--- src/rtl/neuron_argmax.sv ---
// Output-layer post-processing: ReLU-quantises each neuron sum into an activation
// stream and picks the winning class (running signed argmax) per sample.
module neuron_argmax #(
  parameter int DW          = 22,
  parameter int NUM_CLASSES = 10,
  parameter int IDX_W       = 4,
  parameter int SHIFT       = 6,
  parameter int AW          = 8
) (
  input  logic                    clk,
  input  logic                    rst,
  input  logic signed [DW-1:0]    din,
  input  logic                    din_valid,
  input  logic                    din_last,
  output logic [AW-1:0]           act_out,
  output logic                    act_valid,
  output logic [IDX_W-1:0]        act_idx,
  output logic [IDX_W-1:0]        class_idx,
  output logic signed [DW-1:0]    max_val,
  output logic                    done,
  output logic                    err
);

  typedef enum logic [1:0] {
    IDLE = 2'd0,
    SCAN = 2'd1,
    DONE = 2'd2
  } state_e;

  localparam logic [IDX_W-1:0] LAST_IDX = IDX_W'(NUM_CLASSES - 1);

  // Negative sums clip to zero; anything above the activation range saturates.
  function automatic logic [AW-1:0] relu_quant(input logic signed [DW-1:0] x);
    logic signed [DW-1:0] sh;
    sh = x >>> SHIFT;
    if (x[DW-1]) begin
      relu_quant = '0;
    end else if (|sh[DW-1:AW]) begin
      relu_quant = '1;
    end else begin
      relu_quant = sh[AW-1:0];
    end
  endfunction

  state_e                 state_q, state_d;
  logic [IDX_W-1:0]       cnt_q, cnt_d;
  logic signed [DW-1:0]   run_max_q, run_max_d;
  logic [IDX_W-1:0]       best_idx_q, best_idx_d;
  logic [IDX_W-1:0]       class_idx_q, class_idx_d;
  logic signed [DW-1:0]   max_val_q, max_val_d;
  logic                   err_q, err_d;
  logic                   done_q, done_d;
  logic [AW-1:0]          act_out_q, act_out_d;
  logic                   act_valid_q, act_valid_d;
  logic [IDX_W-1:0]       act_idx_q, act_idx_d;

  logic [IDX_W-1:0]       cur_idx_s;
  logic                   take_s;
  logic                   end_idx_s;
  logic signed [DW-1:0]   cand_max_s;
  logic [IDX_W-1:0]       cand_idx_s;

  // Candidate winner including the neuron on din; index 0 always starts a new max.
  always_comb begin
    cur_idx_s  = (state_q == SCAN) ? cnt_q : '0;
    take_s     = (state_q != SCAN) || (din > run_max_q);
    end_idx_s  = (cur_idx_s == LAST_IDX);
    cand_max_s = take_s ? din : run_max_q;
    cand_idx_s = take_s ? cur_idx_s : best_idx_q;
  end

  // Next-state, running max, result and activation computation.
  always_comb begin
    state_d     = state_q;
    cnt_d       = cnt_q;
    run_max_d   = run_max_q;
    best_idx_d  = best_idx_q;
    class_idx_d = class_idx_q;
    max_val_d   = max_val_q;
    err_d       = err_q;
    done_d      = 1'b0;
    act_out_d   = act_out_q;
    act_valid_d = 1'b0;
    act_idx_d   = act_idx_q;

    if (din_valid) begin
      act_valid_d = 1'b1;
      act_out_d   = relu_quant(din);
      act_idx_d   = cur_idx_s;
      run_max_d   = cand_max_s;
      best_idx_d  = cand_idx_s;
      if (din_last || end_idx_s) begin
        // Framing is correct only when last and the final index coincide.
        state_d     = DONE;
        cnt_d       = '0;
        done_d      = 1'b1;
        class_idx_d = cand_idx_s;
        max_val_d   = cand_max_s;
        err_d       = din_last ^ end_idx_s;
      end else begin
        state_d = SCAN;
        cnt_d   = cur_idx_s + IDX_W'(1);
      end
    end else begin
      case (state_q)
        DONE:    state_d = IDLE;
        IDLE:    state_d = IDLE;
        SCAN:    state_d = SCAN;
        default: state_d = IDLE;
      endcase
    end
  end

  // State and output registers.
  always_ff @(posedge clk or negedge rst) begin
    if (!rst) begin
      state_q     <= IDLE;
      cnt_q       <= '0;
      run_max_q   <= '0;
      best_idx_q  <= '0;
      class_idx_q <= '0;
      max_val_q   <= '0;
      err_q       <= 1'b0;
      done_q      <= 1'b0;
      act_out_q   <= '0;
      act_valid_q <= 1'b0;
      act_idx_q   <= '0;
    end else begin
      state_q     <= state_d;
      cnt_q       <= cnt_d;
      run_max_q   <= run_max_d;
      best_idx_q  <= best_idx_d;
      class_idx_q <= class_idx_d;
      max_val_q   <= max_val_d;
      err_q       <= err_d;
      done_q      <= done_d;
      act_out_q   <= act_out_d;
      act_valid_q <= act_valid_d;
      act_idx_q   <= act_idx_d;
    end
  end

  assign act_out   = act_out_q;
  assign act_valid = act_valid_q;
  assign act_idx   = act_idx_q;
  assign class_idx = class_idx_q;
  assign max_val   = max_val_q;
  assign done      = done_q;
  assign err       = err_q;

endmodule

--- config.mk ---
export PLATFORM = sky130hd
export DESIGN_NAME = neuron_argmax
export DESIGN_NICKNAME = d
export VERILOG_FILES = /design/src/rtl/neuron_argmax.sv
export SDC_FILE = /design/constraint.sdc
export NUM_CORES = 1
export LEC_CHECK = 0
export BUFFER_PORTS_ARGS = -buffer_cell sky130_fd_sc_hd__buf_4
export CAP_MARGIN = 20
export CORE_UTILIZATION = 48
export DETAILED_ROUTE_END_ITERATION = 8
export HOLD_SLACK_MARGIN = 0.03
export PLACE_DENSITY = 0.78
export SLEW_MARGIN = 15
export SYNTH_ARGS = -nofsm -noshare
export SYNTH_HDL_FRONTEND = slang
export SYNTH_SLANG_ARGS = --single-unit
--- constraint.sdc ---
create_clock -name clk -period 5.3 [get_ports clk]
set_clock_uncertainty 0.05 [all_clocks]
set_input_delay 0 -clock clk [delete_from_list [all_inputs] [get_ports clk]]
set_output_delay 0 -clock clk [all_outputs]
set_load 0.03 [all_outputs]
==> flow_summary.toml <==
[synthesis]
synth_mux_area_share_pct = 10.47
synth_top_family_by_area = "simple AND/OR/NAND/NOR gates"
synth-seq-area-share_pct = 45.25
synth_area_leader_cell = "dfrtp_1"
yosys-top-cells-area = "dfrtp_1, ha_1, nand2_1"
synth-xor-area-share_pct = 0.2200
synthCells = 409
synth_edf_count = 0
syn_area_per_cell_um2 = 9.734
synthSimpleGateAreaFrac_pct = 18.73
synth_nets = 460
synth.most_common_cell = "dfrtp_1"
async_flop_share_pct = 100.0
synth_adder_area_share_pct = 7.857
syn_area_um2 = 3981
synth_top_area_share_pct = 45.25
synth_cell_type_count = 40
synth_compound_area_share_pct = 11.22
synth-main-ff-cell = "dfrtp_1"
synthTopCellsByCount = "dfrtp_1, nand2_1, inv_1, nor2_1, nand4_1"
ys_ff_latch = 72
yosysWarnings = 0

[drt]
wire_per_inst_um = 15.81
first_iter_violations = 230
routed_wl_um = 9436
final_antenna_net_count = 0
drc = 0
first_pass_iters = 4
vias = 3321
viasPerCell = 5.563

[critical_path]
criticalPathCategory = "reg2reg"
crit_family = "simple AND/OR/NAND/NOR gates"
cp_slowest_stage_delay_ns = 0.68
crit_path_top_delay_cell = "nand2b_2"
cp_max_fo = 50
crit_chain = "nor2b_1 > and2_1 > ha_1 > nand4_1 > ha_1 > nand2b_2 > inv_2 > nand2_1 > or4_2 > o211ai_1"
cp_num_buf_inv = 1
path_common_cell = "ha_1"
worstPathArrival_ns = 4.17
crit_required_ns = 5.52
reg2reg_from = "done"
start_kind = "flop"
crit_start = "done"
endpoint_kind = "flop"

[clocking]
post_cts_buffers = 0
clk_latency_ns = 0.35
clk_pin_slew_worst_paths_ns = 0.08
cts_tree = "done"
htreeDepth = 3
cts-hold-fix-buffers = 25
cts.sinks = 72
cts_buffer_depth = 2
cts_buffers = 9
cts_root_buffer = "clkbuf_8"
cts_resized = 0

[sta]
holdWs_ns = 0.2602
finalSetupViolCount = 0
rsz0062_at_grt = "no"
max-slew-margin-rel_pct = 23.62
max_freq_mhz = 253.0
period_needed_ns = 3.952
finalHoldViolCount = 0
finalCritPeriodShare_pct = 74.56
worst_pin_slew_ns = 1.146
finalSetupTns_ns = 0
slew_violations = 0

[floorplan]
start_util_pct = 50.48
die_x_um = 93.08
coreArea_um2 = 7888
die_y_um = 93.08
dieArea_um2 = 8663
boundaryPins = 67
placementRows = 32

[pwr]
vdd_drop_max_mv = 0.1543
powerDensity_nw_per_um2 = 345.0
p_clk_share_pct = 29.8
intPower_mw = 1.148
pwr-share-seq_pct = 39.0
comb_power_share_pct = 31.1
switching_share_pct = 33.46
finalPower_mw = 1.725
leakage_nw = 2.348
p_sw_mw = 0.5773

[placement]
placedCellCount = 556
gp_congestion = 0.8494
io_buffers = 66
place_hpwl_um = 6398

[final_layout]
fill_cells = 616
drive_gt1_share_pct = 26.06
area_growth_pct = 25.61
stdcell_count = 597
antenna_cells = 0
nets = 541

[global_routing]
antenna_found_initial = 0
grt_pass1_wl_um = 15950
grt_overflow = 0
grt_start_max_net_pins = 73
grtUsageTotal_pct = 23.72
first_global_vias = 3258

[job]
cap_violations = 0

[status]
run_status = "finished, final reports clean"

[min_path]
worstHoldPathType = "in2async"
-- area by class of cell --
cell class	instances	area (um^2)	share of cell area, %
flip-flops and latches	72	1802	36.03
repair buffers	95	775.7	15.51
inverters	33	123.9	2.477
well taps	102	127.6	2.552
clock inverters	7	110.1	2.202
clock buffers	9	123.9	2.477
multi-input cells	279	1938	38.75
-- cells by family after synthesis --
group                      Yosys count
buffers and inverters               58
adders and majority gates           25
xor gates and xnor gates             1
AOI/OAI and AO/OA                   62
and+or+nand+nor                    158
muxes                               33
DFF                                 72
-- metal layers --
layer	track usage, %	up-vias	share of wire (%)
met1	32.05	1590	45
li1	-	1595	-
met2	37.68	117	48
met3	3.577	19	4.8
met4	10.77	0	2.9
met5	0	-	0
-- path summary, 6_finish.rpt --
path | cells past startpoint | slack (ns) | to
worst max-delay path | 10 | 1.35 | max_val[0]
worst min-delay path | 2 | 0.26 | act_out[5]
worst max register to register | 10 | 1.35 | max_val[0]
worst min register to register | 2 | 0.44 | err
max in group asynchronous | 2 | 4.35 | cnt_q[2]
min in group clk | 3 | 0.40 | run_max_q[4]
-- metrics by stage --
step / instance area (um^2) / worst slack, ns / utilization (%)
2_1_floorplan: 3981 / 2.619 / -
3_3_place_gp: 4517 / 1.521 / 57.27
3_5_place_dp: 4517 / 1.423 / 57.27
4_1_cts: 5001 / 1.391 / 63.40
5_1_grt: 5001 / 1.041 / 63.40
6_report: 5001 / 1.348 / 63.40
-- state kept, by name, summed over array words and instances (netlist names) --
name        cells
act_out         8
cnt_q           4
class_idx       4
err             1
act_idx         4
state_q         1
best_idx_q      4
run_max_q      22
act_valid       1
done            1
max_val        22
-- cell usage in the layout, fill, tap and decap left out, types with 3 or more instances in the layout --
master / instances
dlygate4sd3_1: 25
a32o_1: 4
nand3_1: 5
nand2_1: 69
dfrtp_1: 72
ha_1: 25
mux2_4: 13
mux2_2: 17
a21oi_1: 12
o211ai_1: 26
nor2_1: 32
bufinv_16: 3
mux2i_1: 3
clkinv_2: 4
buf_4: 70
inv_1: 32
nor3_1: 6
nand4_1: 30
o21ai_0: 10
clkbuf_8: 9
-- power groups by stage --
stage                     sequential, mW  combinational [mW]  clock [mW]
after floorplan                    0.761               0.268           0
after global placement             0.681               0.505           0
after detailed placement           0.682               0.518           0
after CTS                          0.673               0.537       0.523
after global routing               0.682               0.583       0.557
final                              0.673               0.537       0.515
Power figures use the tool's default switching activity.
